$ cat config.mk
export PLATFORM = sky130hd
export DESIGN_NAME = riscv_regfile_mp
export DESIGN_NICKNAME = d
export VERILOG_FILES = /design/src/rtl/riscv_regfile_mp_pkg.sv /design/src/rtl/riscv_rf_scoreboard.sv /design/src/rtl/riscv_regfile_mp.sv
export SDC_FILE = /design/constraint.sdc
export NUM_CORES = 2
export LEC_CHECK = 0
export BUFFER_PORTS_ARGS = -buffer_cell sky130_fd_sc_hd__buf_2
export CELL_PAD_IN_SITES_DETAIL_PLACEMENT = 0
export CELL_PAD_IN_SITES_GLOBAL_PLACEMENT = 2
export CORE_ASPECT_RATIO = 0.9
export CORE_UTILIZATION = 45
export DETAILED_ROUTE_END_ITERATION = 7
export PLACE_DENSITY = 0.76
export SLEW_MARGIN = 15
export SYNTH_ARGS = -nofsm -noshare
export SYNTH_HDL_FRONTEND = slang
export SYNTH_HIERARCHICAL = 1
export SYNTH_SLANG_ARGS = --single-unit
$ cat constraint.sdc
create_clock -name clk -period 2.2 [get_ports clk]
set_input_delay 0.11 -clock clk [delete_from_list [all_inputs] [get_ports clk]]
set_output_delay 0.11 -clock clk [all_outputs]
set_load 0.005 [all_outputs]
$ cat src/rtl/riscv_regfile_mp_pkg.sv
// Shared constants and types for the multi-ported integer register file.
package riscv_regfile_mp_pkg;

   localparam int unsigned RF_REG_COUNT    = 32;
   localparam int unsigned RF_REG_WIDTH    = 32;
   localparam int unsigned RF_ADDR_W       = $clog2(RF_REG_COUNT);
   localparam int unsigned RF_MAX_RD_PORTS = 4;
   localparam int unsigned RF_MAX_WR_PORTS = 2;

   typedef logic [RF_REG_WIDTH-1:0] reg_word_t;
   typedef logic [RF_ADDR_W-1:0]    reg_idx_t;

endpackage

$ cat src/rtl/riscv_rf_scoreboard.sv
// Pending-write scoreboard: one bit per register, set on issue, cleared on write-back.
// A register issued and written back in the same cycle stays pending (the newer producer wins).
module riscv_rf_scoreboard
   import riscv_regfile_mp_pkg::*;
#(
   parameter int unsigned REG_COUNT    = RF_REG_COUNT,
   parameter int unsigned ADDR_W       = $clog2(REG_COUNT),
   parameter int unsigned NUM_RD_PORTS = 2,
   parameter int unsigned NUM_WR_PORTS = 1,
   parameter int unsigned ZERO_REG     = 1
) (
   input  logic                             clk,
   input  logic                             rst_n,
   input  logic                             iss_en_i,
   input  logic [ADDR_W-1:0]                iss_rd_i,
   input  logic [NUM_WR_PORTS-1:0]          wr_en_i,
   input  logic [NUM_WR_PORTS*ADDR_W-1:0]   wr_addr_i,
   input  logic [NUM_RD_PORTS*ADDR_W-1:0]   rd_addr_i,
   output logic [NUM_RD_PORTS-1:0]          busy_o
);

   localparam bit ZeroEn = (ZERO_REG != 0);

   logic [REG_COUNT-1:0] pending_q;
   logic [REG_COUNT-1:0] pending_d;
   logic [REG_COUNT-1:0] set_vec;
   logic [REG_COUNT-1:0] clr_vec;

   // Decode issue/write-back into set and clear masks; set applied after clear so it wins.
   always_comb begin
      set_vec = '0;
      clr_vec = '0;
      if (iss_en_i && !(ZeroEn && (iss_rd_i == '0))) begin
         set_vec[iss_rd_i] = 1'b1;
      end
      for (int unsigned w = 0; w < NUM_WR_PORTS; w++) begin
         if (wr_en_i[w]) begin
            clr_vec[wr_addr_i[w*ADDR_W +: ADDR_W]] = 1'b1;
         end
      end
      pending_d = (pending_q & ~clr_vec) | set_vec;
   end

   // Pending vector register.
   always_ff @(posedge clk or negedge rst_n) begin
      if (!rst_n) begin
         pending_q <= '0;
      end else begin
         pending_q <= pending_d;
      end
   end

   // A write-back this cycle unblocks the reader because the bypass forwards the value.
   for (genvar p = 0; p < NUM_RD_PORTS; p++) begin : gen_busy
      logic [ADDR_W-1:0] rd_addr;
      assign rd_addr   = rd_addr_i[p*ADDR_W +: ADDR_W];
      assign busy_o[p] = pending_q[rd_addr] && !clr_vec[rd_addr];
   end

endmodule

$ cat src/rtl/riscv_regfile_mp.sv
// Multi-ported integer register file with same-cycle write-through bypass.
// Optional pending-write scoreboard enabled by defining REGFILE_SCOREBOARD_EN;
// without it busy_o is tied low and the iss_* inputs are ignored.
module riscv_regfile_mp
   import riscv_regfile_mp_pkg::*;
#(
   parameter int unsigned REG_COUNT    = RF_REG_COUNT,
   parameter int unsigned REG_WIDTH    = RF_REG_WIDTH,
   parameter int unsigned ADDR_W       = $clog2(REG_COUNT),
   parameter int unsigned NUM_RD_PORTS = 2,
   parameter int unsigned NUM_WR_PORTS = 1,
   parameter int unsigned ZERO_REG     = 1
) (
   input  logic                              clk,
   input  logic                              rst_n,
   input  logic [NUM_RD_PORTS*ADDR_W-1:0]    rd_addr_i,
   output logic [NUM_RD_PORTS*REG_WIDTH-1:0] rd_data_o,
   input  logic [NUM_WR_PORTS-1:0]           wr_en_i,
   input  logic [NUM_WR_PORTS*ADDR_W-1:0]    wr_addr_i,
   input  logic [NUM_WR_PORTS*REG_WIDTH-1:0] wr_data_i,
   input  logic                              iss_en_i,
   input  logic [ADDR_W-1:0]                 iss_rd_i,
   output logic [NUM_RD_PORTS-1:0]           busy_o
);

   localparam bit ZeroEn = (ZERO_REG != 0);

   logic [REG_WIDTH-1:0] regs_q [REG_COUNT];
   logic [REG_WIDTH-1:0] regs_d [REG_COUNT];

   // Next array state; ports applied in ascending order so the highest index wins a conflict.
   always_comb begin
      for (int unsigned r = 0; r < REG_COUNT; r++) begin
         regs_d[r] = regs_q[r];
      end
      for (int unsigned w = 0; w < NUM_WR_PORTS; w++) begin
         if (wr_en_i[w] && !(ZeroEn && (wr_addr_i[w*ADDR_W +: ADDR_W] == '0))) begin
            regs_d[wr_addr_i[w*ADDR_W +: ADDR_W]] = wr_data_i[w*REG_WIDTH +: REG_WIDTH];
         end
      end
   end

   // Storage array; reset discards any write presented in the same cycle.
   always_ff @(posedge clk or negedge rst_n) begin
      if (!rst_n) begin
         for (int unsigned r = 0; r < REG_COUNT; r++) begin
            regs_q[r] <= '0;
         end
      end else begin
         for (int unsigned r = 0; r < REG_COUNT; r++) begin
            regs_q[r] <= regs_d[r];
         end
      end
   end

   for (genvar p = 0; p < NUM_RD_PORTS; p++) begin : gen_rd
      logic [ADDR_W-1:0]    rd_addr;
      logic [REG_WIDTH-1:0] rd_data;

      assign rd_addr = rd_addr_i[p*ADDR_W +: ADDR_W];

      // Array read with write-through bypass; forced to zero for x0 and while in reset.
      always_comb begin
         rd_data = regs_q[rd_addr];
         for (int unsigned w = 0; w < NUM_WR_PORTS; w++) begin
            if (wr_en_i[w] && (wr_addr_i[w*ADDR_W +: ADDR_W] == rd_addr)) begin
               rd_data = wr_data_i[w*REG_WIDTH +: REG_WIDTH];
            end
         end
         if (!rst_n || (ZeroEn && (rd_addr == '0))) begin
            rd_data = '0;
         end
      end

      assign rd_data_o[p*REG_WIDTH +: REG_WIDTH] = rd_data;
   end

`ifdef REGFILE_SCOREBOARD_EN
   riscv_rf_scoreboard #(
      .REG_COUNT    (REG_COUNT),
      .ADDR_W       (ADDR_W),
      .NUM_RD_PORTS (NUM_RD_PORTS),
      .NUM_WR_PORTS (NUM_WR_PORTS),
      .ZERO_REG     (ZERO_REG)
   ) u_scoreboard (
      .clk       (clk),
      .rst_n     (rst_n),
      .iss_en_i  (iss_en_i),
      .iss_rd_i  (iss_rd_i),
      .wr_en_i   (wr_en_i),
      .wr_addr_i (wr_addr_i),
      .rd_addr_i (rd_addr_i),
      .busy_o    (busy_o)
   );
`else
   logic unused_iss;
   assign unused_iss = ^{iss_en_i, iss_rd_i};
   assign busy_o     = '0;
`endif

endmodule
After elaboration in Yosys (flattened, before gate mapping)
Cells that the tools add are included.
Word-level totals
  register bits: 1024
  output and inout port bits: 66
  word-level logic and storage cells: 65
Operators by class
  magnitude comparators: 4
  equality and inequality tests: 2
  muxes and demuxes: 13
  bitwise operators: 3
  reduce and logical (&&, ||, !) cells: 11
Operators by type and width (number)
  bitwise mux 1024 bit: 1
  binary-select mux 32 bit (select 5 bit): 2
  two-way mux 32 bit: 9
  demux 32 bit (select 5 bit): 1
  >= comparator 6 bit (second input constant): 3
  inverter 5 -> 6 bit: 3
  zero test 5 bit: 3
  == test 5 bit: 2
  less-than comparator 6 x 1 -> 1 bit (second input constant): 1
  logical AND 1 bit: 4
  zero test 1 bit: 2
  logical OR 1 bit: 2

Longest topological paths before layout
  word-level depth: 6
  mapped depth: 9
  mapped depth without buffers: 5

Least setup slack after synthesis
No wires, ideal clock.
  kind: input -> output
  from: input port rd_addr_i[1]
  to: output port rd_data_o[13]
  arrival: 1747 ps
  data required time: 2090 ps
  setup slack: 343 ps
  stages: 8
  path buffers: 4
  path through: buf_4 > buf_6 > buf_4 > clkbuf_1 > mux4_2 > o21ai_0 > a21oi_1 > a221o_1
Between the ends
  cells in the longest elaborated chain, start to end: 6
  elaborated cells on any way between the ends: 10
Ends and longest elaborated chain
  start, declared: line riscv_regfile_mp.sv:16  | input logic [NUM_RD_PORTS*ADDR_W-1:0] rd_addr_i,
  inverter 5 -> 6 bit (not written as such): line riscv_regfile_mp.sv:64  | rd_data = regs_q[rd_addr];
  binary-select mux 32 bit (select 5 bit): line riscv_regfile_mp.sv:64
  two-way mux 32 bit (not written as such) (2 in a row): line riscv_regfile_mp.sv:64
  two-way mux 32 bit: line riscv_regfile_mp.sv:66  | if (wr_en_i[w] && (wr_addr_i[w*ADDR_W +: ADDR_W] == rd_addr)) begin
  two-way mux 32 bit (*): line riscv_regfile_mp.sv:70  | if (!rst_n || (ZeroEn && (rd_addr == '0))) begin
  end, declared: line riscv_regfile_mp.sv:17  | output logic [NUM_RD_PORTS*REG_WIDTH-1:0] rd_data_o,
Mark *: on every way between the ends. The rest lies on a longest branch, timed or not. The select of a mux whose other input is x is not followed.

Final worst setup path
  from: register regs_q[938] in the netlist's numbering
  to: output port rd_data_o[10]
Between the ends
  cells in the longest elaborated chain, start to end: 5
Ends and longest elaborated chain
  start, declared: line riscv_regfile_mp.sv:28  | logic [REG_WIDTH-1:0] regs_q [REG_COUNT];
  start signal, assigned by index: line riscv_regfile_mp.sv:51  | regs_q[r] <= regs_d[r];
  binary-select mux 32 bit (select 5 bit): line riscv_regfile_mp.sv:64
  two-way mux 32 bit (not written as such) (2 in a row): line riscv_regfile_mp.sv:64
  two-way mux 32 bit: line riscv_regfile_mp.sv:66
  two-way mux 32 bit: line riscv_regfile_mp.sv:70
Every way passes these cells. The select of a mux whose other input is x is not followed.

==> impl_metrics.py <==
metrics = {
    "placed_design": {
        "dpl.hpwl_um": 119000,
        "worst_case_setup_slack_after_placement_ps": -183,
        "place.port_buffers": 113,
        "placement.cell_area_sq_um": 60000,
        "globalplace.congestion": 0.851,
    },
    "layout": {
        "drive_above_1_share": 0.556,
        "final_util": 0.546,
        "layout.filler_cells": 9776,
        "most-common-layout-cells": "1021 x dfrtp_1, 992 x mux2_2, 367 x mux4_2",
        "fin_area_sq_um": 65300,
        "largestRegisters": "regs_q: 1024 flops",
        "registers.top_by_ff_count": "regs_q",
        "area_growth_pct": 19.6,
        "antennaDiodeCount": 0,
        "nets": 4062,
        "largest_register_ff_count": 1024,
        "layout_commonest_cell": "dfrtp_1",
    },
    "drt": {
        "via_count": 37649,
        "post_drt_wl_per_cell_um": 34.0,
        "routed_via_density": 6.62,
        "final_antenna_net_count": 0,
        "drt_iter0_drc": 3977,
        "detail_route.drc_violations": 8,
        "detailed_route_wl_um": 193000,
        "detailedRoute.firstPassIterationCount": 7,
    },
    "critical_path": {
        "critical_path.max_fanout": 3,
        "worst-path-stages": 5,
        "regToRegEndpoint": "regs_q[31]$_DFFE_PN0P_",
        "setup.reg_to_reg.worst_slack_ps": 1190,
        "wp_buf_inv": 1,
        "cpMaxStageDelayCell": "mux4_2",
        "critical_path.reg2reg.startpoint": "regs_q[31]$_DFFE_PN0P_",
        "r2r_cells": 3,
        "cp_cell_sequence": "mux4_2, o211ai_1, a21oi_2, a221o_1, buf_2",
        "cp_data_arrival_time_ps": 2590,
        "startpoint": "regs_q[938]$_DFFE_PN0P_",
        "setup.worst_path.class": "reg2out",
        "critical_path.top_delay_family": "compound AO/OA/AOI/OAI gates",
        "worstSetupEndpoint": "rd_data_o[10]",
        "critical-path-max-stage-delay_ps": 460,
        "start_kind": "register",
        "cp-end-kind": "output port",
        "cp_data_required_time_ps": 2090,
    },
    "global_route": {
        "global_route.usage.met1": 0.473,
        "globalRoute.busiestLayer": "met1",
        "grt_util_met2": 0.466,
        "grt_start_max_net_pins": 163,
        "grt.overflow.total": 0,
        "grt_first_pass_wirelength_um": 281000,
        "grt_antenna_before_repair": 4,
        "grtUsageTotal": 0.317,
        "groute.layer.met3.usage": 0.0664,
        "grt_pass1_vias": 37770,
    },
    "floorplanning": {
        "die_w_um": 369,
        "fp.dieH_um": 333,
        "placement_rows": 120,
        "starting_density": 0.457,
        "die_area_sq_um": 123000,
        "floorplan_core_area_sq_um": 120000,
        "floorplan.io_pins": 122,
    },
    "clock_tree": {
        "worstSkewPairLatency_ps": 720,
        "cts_tree": "yes",
        "clock_slew_seen_by_the_registers_of_the_worst_setup_and_hold_paths_ps": 70,
        "clock_sink_count": 1024,
        "tritoncts.num_buffers": 114,
        "htreeDepth": 3,
        "clock_path_buffers": 3,
        "clockRootBuffer": "clkbuf_16",
    },
    "flow_run": {
        "drv_cap": 0,
    },
    "synthesis": {
        "synth-warning-count": 6,
        "count_of_flip_flops_with_a_built_in_enable_after_synthesis": 0,
        "synth.yosys.seq_area_share": 0.469,
        "synth_top_flop_cell": "dfrtp_1",
        "yosys_cell_types": 47,
        "synth.cell_area_sq_um": 54600,
        "asyncSetResetFlopFracSynth": 1.00,
        "postSynthAreaPerCell_sq_um": 14.3,
        "syn_inst": 3822,
        "number_of_flip_flops_and_latches_in_the_synthesized_netlist": 1024,
    },
    "sta": {
        "final_hold_viol_count": 0,
        "max_clock_freq_mhz": 370,
        "unrepaired_setup_endpoints_after_global_routing": "true",
        "min_period_ps": 2700,
        "period_share": 1.23,
        "maxSlewViolCount": 0,
        "skew_ps": 0,
        "final_critical_path_setup_slack_ps": -503,
        "timing.slew.headroom": 0.212,
        "tightestPinTransition_ps": 1180,
        "setup_viol": 64,
    },
    "power_and_ir_drop": {
        "power-per-cell-area_nw_per_um2": 869,
        "p_leak_nw": 28.6,
        "worst_vdd_drop_uv": 694,
    },
    "hold_path": {
        "hold_path.class": "in2async",
    },
    "outcome": {
        "outcome": "finished, violations left",
        "failed_checks": "design-rule violations, negative setup slack",
    },
}
[final cells by class]
cell class	instances	area (sq um)	share of cell area
timing repair buffer	516	5710	0.0874
tap	1586	1980	0.0304
clock inverter	35	355	0.00544
inverter	3	12.5	0.000192
clock buffer	176	3480	0.0533
multi-input combinational	2347	28100	0.431
sequential	1024	25600	0.392
[power breakdown]
part / internal (mW) / total (mW) / leakage [nW] / switching (mW)
Clock: 11.4 / 19.6 / 1.90 / 8.18
Combinational: 7.00 / 12.1 / 13.6 / 5.06
Sequential: 22.4 / 25.1 / 13.1 / 2.69
Total: 40.9 / 56.8 / 28.6 / 15.9
[synthesized netlist by cell type (all sizes together), types with 3 or more instances]
cell type,number,area (sq um)
nand3b,5,37.5
a32o,32,320
a22oi,127,953
a21oi,63,315
mux2,992,11200
nand3,6,30.0
o221ai,32,280
nor3b,5,37.5
a221oi,82,718
clkbuf,249,935
buf,200,1060
nor3,3,15.0
nand2b,12,75.1
mux2i,291,2910
nor2b,4,25.0
xnor2,4,35.0
nor2,57,216
o22ai,31,194
a211oi,31,233
xor2,6,52.6
o21ai,52,260
mux4,367,8270
a221o,31,310
nand2,83,312
o211ai,12,90.1
and2,4,25.0
dfrtp,1024,25600
[worst min-delay path by stage]
stage,from,to,slack [ps],cells after the start
after global routing,wr_data_i[2],regs_q[898]$_DFFE_PN0P_,50,2
after CTS,rst_n,regs_q[958]$_DFFE_PN0P_,2,3
after global placement,rst_n,regs_q[958]$_DFFE_PN0P_,130,2
final,rst_n,regs_q[958]$_DFFE_PN0P_,40,3
after detailed placement,rst_n,regs_q[958]$_DFFE_PN0P_,130,2
after floorplan,rst_n,regs_q[0]$_DFFE_PN0P_,-190,0
[kinds of logic (layout without fill, tap and decap cells)]
| kind of cell | count (synthesis) | count (layout) | share of synthesized area |
|---|---|---|---|
| muxes | 1650 | 1650 | 0.409 |
| other | 1 | 2 | 0.0000686 |
| AOI/OAI and AO/OA | 496 | 496 | 0.0678 |
| and+or+nand+nor | 189 | 189 | 0.0156 |
| buffers and inverters | 452 | 730 | 0.0368 |
| DFF | 1024 | 1024 | 0.469 |
| xor gates and xnor gates | 10 | 10 | 0.00160 |
[per-stage QoR]
step	power (mW)	cells	TNS (ps)	hold WS [ps]
2_1_floorplan	32.5	3823	0	-186
3_3_place_gp	36.2	5410	-6480	129
3_5_place_dp	36.6	5410	-7460	128
4_1_cts	56.7	5674	-20780	1.87
5_1_grt	59.1	5687	-22870	50.9
6_report	56.8	5687	-17830	40.1
[per-layer routing]
layer,vias up,part of all wire
li1,15231,-
met1,20460,0.45
met2,1619,0.44
met3,335,0.080
met4,4,0.030
met5,-,0.00014
[worst register-to-register path, stage by stage, from the launching register on]
cell and delay (ps):
dfrtp_1 390, buf_4 140, buf_4 120, mux2_2 250
[repair_timing]
item,4_1_cts,5_1_grt
setup buffers,31,13
endpoints found under the hold margin,958,0
resized for setup,177,65
hold buffers,23,0
endpoints found under the setup margin,64,64
pin swaps,203,51
Note: power is estimated with default switching activity, not from simulation.
